--- src/rtl/gray_conv_arbiter_if.sv ---
// Request/grant and result handshake bundle shared between requesters, consumer and the
// gray_conv_arbiter. The master side drives requests and out_ready; the slave is the arbiter.
interface gray_conv_arbiter_if #(
    parameter int N_REQ = 4,
    parameter int W     = 4,
    parameter int ID_W  = $clog2(N_REQ)
);
    logic [N_REQ-1:0]   req;
    logic [N_REQ-1:0]   mode;
    logic [N_REQ*W-1:0] data_in;
    logic [N_REQ-1:0]   gnt;
    logic               busy;
    logic               out_valid;
    logic               out_ready;
    logic [W-1:0]       out_data;
    logic [ID_W-1:0]    out_id;
    logic               out_mode;

    modport master (
        output req, mode, data_in, out_ready,
        input  gnt, busy, out_valid, out_data, out_id, out_mode
    );

    modport slave (
        input  req, mode, data_in, out_ready,
        output gnt, busy, out_valid, out_data, out_id, out_mode
    );
endinterface

--- src/rtl/gray_conv_arbiter.sv ---
// Round-robin shared binary<->Gray converter: grant one requester, convert its operand in a
// single registered stage, then hold the result under valid/ready until the consumer takes it.
module gray_conv_arbiter #(
    parameter int N_REQ = 4,
    parameter int W     = 4,
    parameter int ID_W  = $clog2(N_REQ)
) (
    input  logic               clk,
    input  logic               rst_n,
    gray_conv_arbiter_if.slave bus
);

    typedef enum logic [1:0] {IDLE, CONV, OUT} state_t;

    state_t           state_q;
    logic [ID_W-1:0]  ptr_q;
    logic [N_REQ-1:0] gnt_q;
    logic             busy_q;
    logic             valid_q;
    logic [W-1:0]     data_q;
    logic [ID_W-1:0]  id_q;
    logic             mode_q;
    logic [W-1:0]     opData_q;
    logic             opMode_q;
    logic [ID_W-1:0]  opId_q;

    logic [W-1:0]     operand [N_REQ];
    logic             found_d;
    logic [ID_W-1:0]  winner_d;
    logic [ID_W-1:0]  idxSel;
    int               idx;
    logic [W-1:0]     selData_d;
    logic             selMode_d;
    logic [W-1:0]     conv_d;

    for (genvar i = 0; i < N_REQ; i++) begin : g_unpack
        assign operand[i] = bus.data_in[i*W +: W];
    end

    // Search upward from ptr with wrap; the first asserted request wins.
    always_comb begin
        found_d   = 1'b0;
        winner_d  = '0;
        selData_d = '0;
        selMode_d = 1'b0;
        idx       = 0;
        idxSel    = '0;
        for (int k = 0; k < N_REQ; k++) begin
            idx    = (int'(ptr_q) + k) % N_REQ;
            idxSel = ID_W'(idx);
            if (!found_d && bus.req[idxSel]) begin
                found_d   = 1'b1;
                winner_d  = idxSel;
                selData_d = operand[idxSel];
                selMode_d = bus.mode[idxSel];
            end
        end
    end

    // Gray->binary is a prefix XOR from the MSB down; binary->Gray is a shifted XOR.
    always_comb begin
        conv_d = opData_q ^ (opData_q >> 1);
        if (opMode_q) begin
            conv_d[W-1] = opData_q[W-1];
            for (int i = W - 2; i >= 0; i--) begin
                conv_d[i] = conv_d[i+1] ^ opData_q[i];
            end
        end
    end

    always_ff @(posedge clk or negedge rst_n) begin
        if (!rst_n) begin
            state_q  <= IDLE;
            ptr_q    <= '0;
            gnt_q    <= '0;
            busy_q   <= 1'b0;
            valid_q  <= 1'b0;
            data_q   <= '0;
            id_q     <= '0;
            mode_q   <= 1'b0;
            opData_q <= '0;
            opMode_q <= 1'b0;
            opId_q   <= '0;
        end else begin
            case (state_q)
                IDLE: begin
                    if (found_d) begin
                        opData_q <= selData_d;
                        opMode_q <= selMode_d;
                        opId_q   <= winner_d;
                        gnt_q    <= N_REQ'(1) << winner_d;
                        busy_q   <= 1'b1;
                        ptr_q    <= (int'(winner_d) == N_REQ - 1) ? '0 : winner_d + 1'b1;
                        state_q  <= CONV;
                    end
                end
                CONV: begin
                    gnt_q   <= '0;
                    data_q  <= conv_d;
                    id_q    <= opId_q;
                    mode_q  <= opMode_q;
                    valid_q <= 1'b1;
                    state_q <= OUT;
                end
                OUT: begin
                    if (bus.out_ready) begin
                        valid_q <= 1'b0;
                        busy_q  <= 1'b0;
                        state_q <= IDLE;
                    end
                end
                default: state_q <= IDLE;
            endcase
        end
    end

    assign bus.gnt       = gnt_q;
    assign bus.busy      = busy_q;
    assign bus.out_valid = valid_q;
    assign bus.out_data  = data_q;
    assign bus.out_id    = id_q;
    assign bus.out_mode  = mode_q;

endmodule
--- src/flat_wrapper.sv ---
// flat-port wrapper written by rule: the top's interface ports become plain ports
module gray_conv_arbiter_flat 
#(
    parameter int N_REQ = 4,
    parameter int W     = 4,
    parameter int ID_W  = $clog2(N_REQ)
)
  (clk, rst_n, bus_req, bus_mode, bus_data_in, bus_out_ready, bus_gnt, bus_busy, bus_out_valid, bus_out_data, bus_out_id, bus_out_mode);
  gray_conv_arbiter_if #(.N_REQ(N_REQ), .W(W), .ID_W(ID_W)) bus_i ();
  input  logic clk;
  input  logic rst_n;
  input wire logic [$bits(bus_i.req)-1:0] bus_req;
  input wire logic [$bits(bus_i.mode)-1:0] bus_mode;
  input wire logic [$bits(bus_i.data_in)-1:0] bus_data_in;
  input wire logic [$bits(bus_i.out_ready)-1:0] bus_out_ready;
  output wire logic [$bits(bus_i.gnt)-1:0] bus_gnt;
  output wire logic [$bits(bus_i.busy)-1:0] bus_busy;
  output wire logic [$bits(bus_i.out_valid)-1:0] bus_out_valid;
  output wire logic [$bits(bus_i.out_data)-1:0] bus_out_data;
  output wire logic [$bits(bus_i.out_id)-1:0] bus_out_id;
  output wire logic [$bits(bus_i.out_mode)-1:0] bus_out_mode;
  assign bus_i.req = bus_req;
  assign bus_i.mode = bus_mode;
  assign bus_i.data_in = bus_data_in;
  assign bus_i.out_ready = bus_out_ready;
  assign bus_gnt = bus_i.gnt;
  assign bus_busy = bus_i.busy;
  assign bus_out_valid = bus_i.out_valid;
  assign bus_out_data = bus_i.out_data;
  assign bus_out_id = bus_i.out_id;
  assign bus_out_mode = bus_i.out_mode;
  gray_conv_arbiter #(.N_REQ(N_REQ), .W(W), .ID_W(ID_W)) u_core (.clk(clk), .rst_n(rst_n), .bus(bus_i));
endmodule
--- config.mk ---
export PLATFORM = sky130hd
export DESIGN_NAME = gray_conv_arbiter_flat
export DESIGN_NICKNAME = d
export VERILOG_FILES = /design/src/rtl/gray_conv_arbiter_if.sv /design/src/rtl/gray_conv_arbiter.sv /design/src/flat_wrapper.sv
export SDC_FILE = /design/constraint.sdc
export NUM_CORES = 1
export LEC_CHECK = 0
export ABC_AREA = 0
export CAP_MARGIN = 30
export CORE_UTILIZATION = 40
export DETAILED_ROUTE_END_ITERATION = 7
export PLACE_DENSITY = 0.67
export SYNTH_ARGS = -nofsm -noshare
export SYNTH_HDL_FRONTEND = slang
export SYNTH_SLANG_ARGS = --single-unit
--- constraint.sdc ---
create_clock -name clk -period 2.2 [get_ports clk]
set_input_delay 0.44 -clock clk [delete_from_list [all_inputs] [get_ports clk]]
set_output_delay 0.44 -clock clk [all_outputs]
set_load 0.01 [all_outputs]
Word level (Yosys, flattened, before mapping) --
Cells that the tools add are included.
Operators by class: shift-type cells 1, add/subtract/negate cells 4, multiplexer cells 55, equal/unequal tests 5, bitwise operators 8, magnitude comparators 8, reduce and logical (&&, ||, !) cells 15
Operator list (count):
- 4-bit two-way mux | 14
- 4-bit binary-select mux with 2-bit select | 4
- 1-bit two-way mux | 18
- 1-bit binary-select mux with 2-bit select | 8
- 2-bit two-way mux | 7
- 3-bit greater-or-equal comparator (second input constant) | 4
- 2-bit by 3-bit < comparator with 1-bit output (second input constant) | 4
- 2-bit NOT with 3-bit output | 4
- 4-bit case mux with 2 select lines | 1
- 2-bit AND reduction | 4
- 2-bit case mux with 3 select lines | 1
- 2-bit nonzero test | 3
- 2-bit by 1-bit adder with 2-bit output (second input constant) | 2
- 2-bit adder (second input constant) | 2
- 2-bit by 1-bit equality test with 1-bit output (second input constant) | 2
- 1-bit case mux with 2 select lines | 2
- 1-bit by 2-bit left shift with 4-bit output (first input constant) | 1
- 4-bit by 3-bit XOR with 4-bit output | 1
- 1-bit logical AND | 3
- 1-bit logical NOT | 3
- 3-bit AND reduction | 1
- 1-bit XOR | 3
- 2-bit equality test (second input constant) | 1
- 2-bit logical NOT | 1
- other kinds (2) | 2
Word-level totals: bits of input ports 27, word-level logic and storage cells 107, output and inout port bits 13, bits in registers 24

Logic depth before layout (Yosys ltp) --
depth after elaboration 15, mapped depth 10

Least setup slack after synthesis --
Ideal clock, no wire load.
kind input-to-reg, from input port bus_req[1], to register u_core.ptr_q[1], stages on the path 8, setup slack -0.051 ns, data arrival time 2.126 ns, setup time 0.125 ns, buffers on the path 1, data required time 2.075 ns, path through clkbuf_2 -> and4bb_2 -> a22oi_4 -> o31ai_4 -> o32ai_4 -> inv_1 -> ha_1 -> mux2_2
Between the ends: longest elaborated chain between the ends 14, elaborated cells on any way between the ends 26
RTL lines:
- start, declared | RTL line flat_wrapper.sv:12 | input wire logic [$bits(bus_i.req)-1:0] bus_req;
- 1-bit binary-select mux with 2-bit select | RTL line gray_conv_arbiter.sv:51 | if (!found_d && bus.req[idxSel]) begin
- 1-bit two-way mux (implied by the code) | RTL line gray_conv_arbiter.sv:51
- 1-bit two-way mux | RTL line gray_conv_arbiter.sv:51
- 1-bit logical NOT | RTL line gray_conv_arbiter.sv:51
- 1-bit logical AND | RTL line gray_conv_arbiter.sv:51
- 1-bit two-way mux | RTL line gray_conv_arbiter.sv:51
- 1-bit logical NOT | RTL line gray_conv_arbiter.sv:51
- 1-bit logical AND | RTL line gray_conv_arbiter.sv:51
- 1-bit two-way mux | RTL line gray_conv_arbiter.sv:51
- 1-bit logical NOT | RTL line gray_conv_arbiter.sv:51
- 1-bit logical AND | RTL line gray_conv_arbiter.sv:51
- 2-bit two-way mux (*) | RTL line gray_conv_arbiter.sv:51
- via u_core.winner_d[0] | RTL line gray_conv_arbiter.sv:29 | logic [ID_W-1:0] winner_d;
- 2-bit by 1-bit adder with 2-bit output / 2-bit by 1-bit equality test with 1-bit output (equally long branches) | RTL line gray_conv_arbiter.sv:93 | ptr_q <= (int'(winner_d) == N_REQ - 1) ? '0 : winner_d + 1'b1;
- 2-bit two-way mux (*) | RTL line gray_conv_arbiter.sv:93
- end signal, assigned | RTL line gray_conv_arbiter.sv:93
- end, declared | RTL line gray_conv_arbiter.sv:16 | logic [ID_W-1:0] ptr_q;
Mark *: on every way through the listed nets, which the timed path passes. The rest lies on a longest branch. The select of a mux whose other input is x is not followed. A chain may end at the register's enable or synchronous reset.

Worst setup path in the final report --
from register u_core.ptr_q[0], to register u_core.ptr_q[1]
Between the ends: longest elaborated chain between the ends 14, elaborated cells on any way between the ends 29
RTL lines (RTL line):
- branches (longest 11 deep; another with 2-bit by 1-bit adder with 2-bit output)
- 2-bit two-way mux (*) | gray_conv_arbiter.sv:51
- via u_core.winner_d[0] | gray_conv_arbiter.sv:29
- 2-bit by 1-bit adder with 2-bit output / 2-bit by 1-bit equality test with 1-bit output (equally long branches) | gray_conv_arbiter.sv:93
- 2-bit two-way mux (*) | gray_conv_arbiter.sv:93
Mark *: on every way through the listed nets, which the timed path passes. The select of a mux whose other input is x is not followed.

==> impl_table.tex <==
\begin{tabular}{lr}
\hline
Metric & Value \\
\hline
\multicolumn{2}{l}{\textbf{Routing}} \\
\quad First-pass iteration count of the detailed router & 4 \\
\quad Total length of routed wires & 4030 µm \\
\quad Wire length per cell & 13.0 µm \\
\quad Total via count after detailed routing & 1,666 \\
\quad Remaining routing DRC violations & 0 \\
\quad Initial DRC Count & 65 \\
\quad Routed via count divided by cell count & 5.39 \\
\quad Number of antenna-violating nets in the routed design & 0 \\
\multicolumn{2}{l}{\textbf{Power}} \\
\quad Combinational cell fraction of total power & 62.7\% \\
\quad Sw frac & 39.4\% \\
\quad Cell-internal power & 2.05 mW \\
\quad Overall power & 3.38 mW \\
\quad Static leakage & 1.10 nW \\
\quad Peak ir drop on the vdd network & 0.488 mV \\
\quad Power density over the cells & 1310 mW/mm² \\
\quad Switching power & 1.33 mW \\
\quad Share of total power in the clock network & 11.4\% \\
\quad Share of total power in sequential cells & 25.9\% \\
\multicolumn{2}{l}{\textbf{Clocking}} \\
\quad Clk Tree Root Cell & clkbuf\_8 \\
\quad Count of buffers added by post-CTS timing repair for setup & 0 \\
\quad Number of sinks on the clock net & 24 \\
\quad Insertion delay to the later sink of the worst-skew pair & 0.26 ns \\
\quad Clock tree from TritonCTS & yes \\
\quad Clock tree buffer depth & 2 \\
\quad Clock-pin slew on the worst setup and hold paths & 0.08 ns \\
\quad Total CTS buffers & 3 \\
\quad Number of H-tree levels & 1 \\
\multicolumn{2}{l}{\textbf{Run}} \\
\quad Count of maximum capacitance violations & 0 \\
\multicolumn{2}{l}{\textbf{Setup path}} \\
\quad Worst endpoint data arrival time & 2.27 ns \\
\quad Kind of end point of the critical path & flop \\
\quad Endpoint required time on the critical path & 2.35 ns \\
\quad Highest net fanout along the worst path & 13 \\
\quad Startpoint types & flop \\
\quad Worst-path cell chain & nor4b\_2 > a31oi\_4 > o31ai\_4 > o32ai\_4 > inv\_1 > ha\_1 > mux2\_2 \\
\quad Critical path's largest stage delay & 0.51 ns \\
\quad Slowest stage cell, crit path & dfrtp\_2 \\
\quad Crit. Startpoint & u\_core.ptr\_q[0]\$\_DFFE\_PN0P\_ \\
\quad Critical R2R Launch & u\_core.ptr\_q[0]\$\_DFFE\_PN0P\_ \\
\quad Start-to-end type of the worst setup path & reg -> reg \\
\multicolumn{2}{l}{\textbf{Placed design}} \\
\quad Placement-stage cell area & 0.00247 mm² \\
\quad Pre-CTS WS & -0.355 ns \\
\quad Number of buffers added on ports & 39 \\
\quad Final GP Congestion & 0.793 \\
\quad Detailed placement HPWL & 3010 µm \\
\multicolumn{2}{l}{\textbf{Timing}} \\
\quad Slew Viols, Final & 0 \\
\quad Least-Margin Pin Slew & 0.520 ns \\
\quad Max Clk Rate & 0.474 GHz \\
\quad Number of endpoints with negative hold slack in the final report & 0 \\
\quad Final number of setup-violating endpoints & 0 \\
\quad Minimum clock period after layout & 2.11 ns \\
\quad Worst Setup Slack, final & 0.0881 ns \\
\quad Slew Limit Headroom & 65.3\% \\
\quad Post-route clock skew & 0.00107 ns \\
\quad RSZ-0062 raised after global routing & true \\
\quad Final period utilization & 96.0\% \\
\multicolumn{2}{l}{\textbf{Status}} \\
\quad Run status & finished clean \\
\multicolumn{2}{l}{\textbf{Floorplanning}} \\
\quad Vertical extent of the die & 70.3 µm \\
\quad Number of rows in the core area & 24 \\
\quad Floorplan die width & 70.3 µm \\
\quad Full die area & 0.00494 mm² \\
\quad Initial standard-cell utilization of the core & 42.3\% \\
\quad Area inside the core boundary & 0.00441 mm² \\
\quad IO Pins & 40 \\
\multicolumn{2}{l}{\textbf{Final layout}} \\
\quad Final-layout fill cell count & 399 \\
\quad Antenna diode count & 0 \\
\quad Share of final-layout standard cells stronger than drive strength 1 & 26.1\% \\
\quad Post-route core utilization & 58.3\% \\
\quad Synth-to-Final Area Change & 37.9\% \\
\quad Total Nets Final & 289 \\
\quad Final design instance area without fill & 0.00257 mm² \\
\multicolumn{2}{l}{\textbf{Global routing}} \\
\quad Initial antenna violation count & 0 \\
\quad Combined global-route utilization of all metal layers & 18.1\% \\
\quad Vias in the first global route & 1,618 \\
\quad First-pass GRT wire length & 7380 µm \\
\quad GRT overflow & 0 \\
\quad Largest net degree at the start of global routing & 25 \\
\multicolumn{2}{l}{\textbf{Synth}} \\
\quad \#FFs+latches synth & 24 \\
\quad Async set or reset register ratio after synthesis & 100\% \\
\quad Distinct cells, synth & 44 \\
\quad Yosys warnings & 0 \\
\quad Post-synthesis instance area & 0.00187 mm² \\
\quad Average size of a mapped cell & 9.33 µm² \\
\quad Main flop type after synthesis & dfrtp\_1 \\
\quad Number of instances in the synthesized netlist & 200 \\
\quad Syn\_nets & 231 \\
\quad Sequential fraction of the synthesis area & 32.2\% \\
\quad Count of flip-flops with a built-in enable after synthesis & 0 \\
\multicolumn{2}{l}{\textbf{Worst hold path}} \\
\quad Class of the worst hold path & reg -> reg \\
\quad Worst hold path startpoint & u\_core.bus.out\_id[0]\$\_DFFE\_PN0P\_ \\
\hline
\end{tabular}
[cells in the mapped netlist, types with 2 or more instances]
| cell | instances | area (µm²) |
|---|---|---|
| dfrtp_1 | 24 | 601 |
| a21oi_1 | 4 | 20.0 |
| mux2i_1 | 9 | 90.1 |
| and3b_1 | 3 | 26.3 |
| ha_1 | 4 | 50.1 |
| clkbuf_1 | 6 | 22.5 |
| o21ai_0 | 18 | 90.1 |
| o22ai_1 | 4 | 25.0 |
| buf_2 | 4 | 20.0 |
| and2_1 | 5 | 31.3 |
| inv_1 | 3 | 11.3 |
| buf_4 | 3 | 22.5 |
| xnor2_1 | 4 | 35.0 |
| nor3b_1 | 2 | 15.0 |
| a31oi_1 | 5 | 31.3 |
| o211ai_1 | 4 | 30.0 |
| or2_1 | 3 | 18.8 |
| a221oi_1 | 8 | 70.1 |
| nand2_1 | 28 | 105 |
| nor3_1 | 2 | 10.0 |
| mux2_2 | 19 | 214 |
| nor2_1 | 14 | 52.6 |
| nand2b_1 | 3 | 18.8 |
[critical path, delay by kind of cell (launching register included)]
family | cells | cell delay (ns)
AOI/OAI and AO/OA | 3 | 0.42
adders and majority gates | 1 | 0.23
buffers and inverters | 1 | 0.09
DFF | 1 | 0.51
muxes | 1 | 0.26
and+or+nand+nor | 1 | 0.48
[per-layer routing]
metal | global-route usage (%) | routed length (µm) | share of wire [%] | up-vias
met1 | 25.2 | 1870 | 46 | 766
met3 | 1.01 | 161 | 4.0 | 8
met4 | 7.56 | 69 | 1.7 | 0
li1 | - | - | - | 838
met2 | 28.9 | 1930 | 48 | 54
met5 | 0 | 0 | 0 | -
[cells by family after synthesis]
group           share of synthesized area, %
simple gates                            17.5
compound gates                          21.9
buf+inv                                 5.16
fa+ha+maj                               2.68
mux                                     18.3
flops                                   32.2
xor+xnor                                2.35
[state kept, by name, indices dropped and copies added (netlist names), 2 cells and up]
name,cells
u_core.opData_q,4
u_core.state_q,2
u_core.bus.out_data,4
u_core.bus.out_id,2
u_core.ptr_q,2
u_core.bus.gnt,4
u_core.opId_q,2
[path summary, 6_finish.rpt]
kind	cells past startpoint	to	slack (ns)
worst max-delay path	7	u_core.ptr_q[1]$_DFFE_PN0P_	0.09
worst min-delay path	2	u_core.bus.out_id[0]$_DFFE_PN0P_	0.48
worst max register to register	7	u_core.ptr_q[1]$_DFFE_PN0P_	0.09
worst min register to register	2	u_core.bus.out_id[0]$_DFFE_PN0P_	0.48
max in group asynchronous	2	u_core.ptr_q[0]$_DFFE_PN0P_	1.43
min in group asynchronous	2	u_core.state_q[0]$_DFFE_PN0P_	0.52
[power by group through the flow]
stage / Combinational, mW / Clock [mW] / Sequential (mW)
finish: 2.12 / 0.384 / 0.875
global route: 2.37 / 0.412 / 0.915
CTS: 2.11 / 0.386 / 0.865
detailed placement: 2.10 / 0 / 0.870
global placement: 2.06 / 0 / 0.860
floorplan: 1.40 / 0 / 0.862
[through the flow]
step           setup TNS (ns)  cells  hold slack, ns
2_1_floorplan               0    200           0.144
3_3_place_gp            -1.56    305           0.461
3_5_place_dp            -2.05    305           0.470
4_1_cts                     0    309           0.489
5_1_grt               -0.0320    309           0.515
6_report                    0    309           0.484
[placed cells by master (no fill, tap or decap), types with 2 or more instances in the layout]
| cell type | n |
|---|---|
| a21oi_1 | 4 |
| a221oi_1 | 7 |
| a31oi_1 | 4 |
| and2_1 | 5 |
| and3b_1 | 3 |
| buf_4 | 27 |
| clkbuf_8 | 3 |
| clkdlybuf4s50_1 | 35 |
| dfrtp_1 | 22 |
| dfrtp_2 | 2 |
| dlygate4sd2_1 | 3 |
| ha_1 | 4 |
| inv_1 | 3 |
| mux2_2 | 19 |
| mux2i_1 | 9 |
| nand2_1 | 28 |
| nand2b_1 | 3 |
| nor2_1 | 14 |
| nor3_1 | 2 |
| nor3b_1 | 2 |
| o211ai_1 | 4 |
| o21ai_0 | 17 |
| o22ai_1 | 4 |
| or2_1 | 3 |
| xnor2_1 | 4 |
[area by class of cell]
| cell class | instances | area, µm² | area share (%) |
|---|---|---|---|
| flip-flops and latches | 24 | 603 | 23.4 |
| clock inverters | 1 | 30.0 | 1.17 |
| multi-input cells | 157 | 1200 | 46.5 |
| clock buffers | 3 | 41.3 | 1.60 |
| repair buffers | 68 | 623 | 24.2 |
| well taps | 52 | 65.1 | 2.53 |
| inverters | 4 | 15.0 | 0.583 |
[timing repair]
action,CTS,global route
hold buffers,0,0
endpoints found under the hold margin,0,0
endpoints found under the setup margin,1,9
cloned,0,0
resized for setup,4,8
pin swaps,1,0
Note: power is estimated with default switching activity, not from simulation.
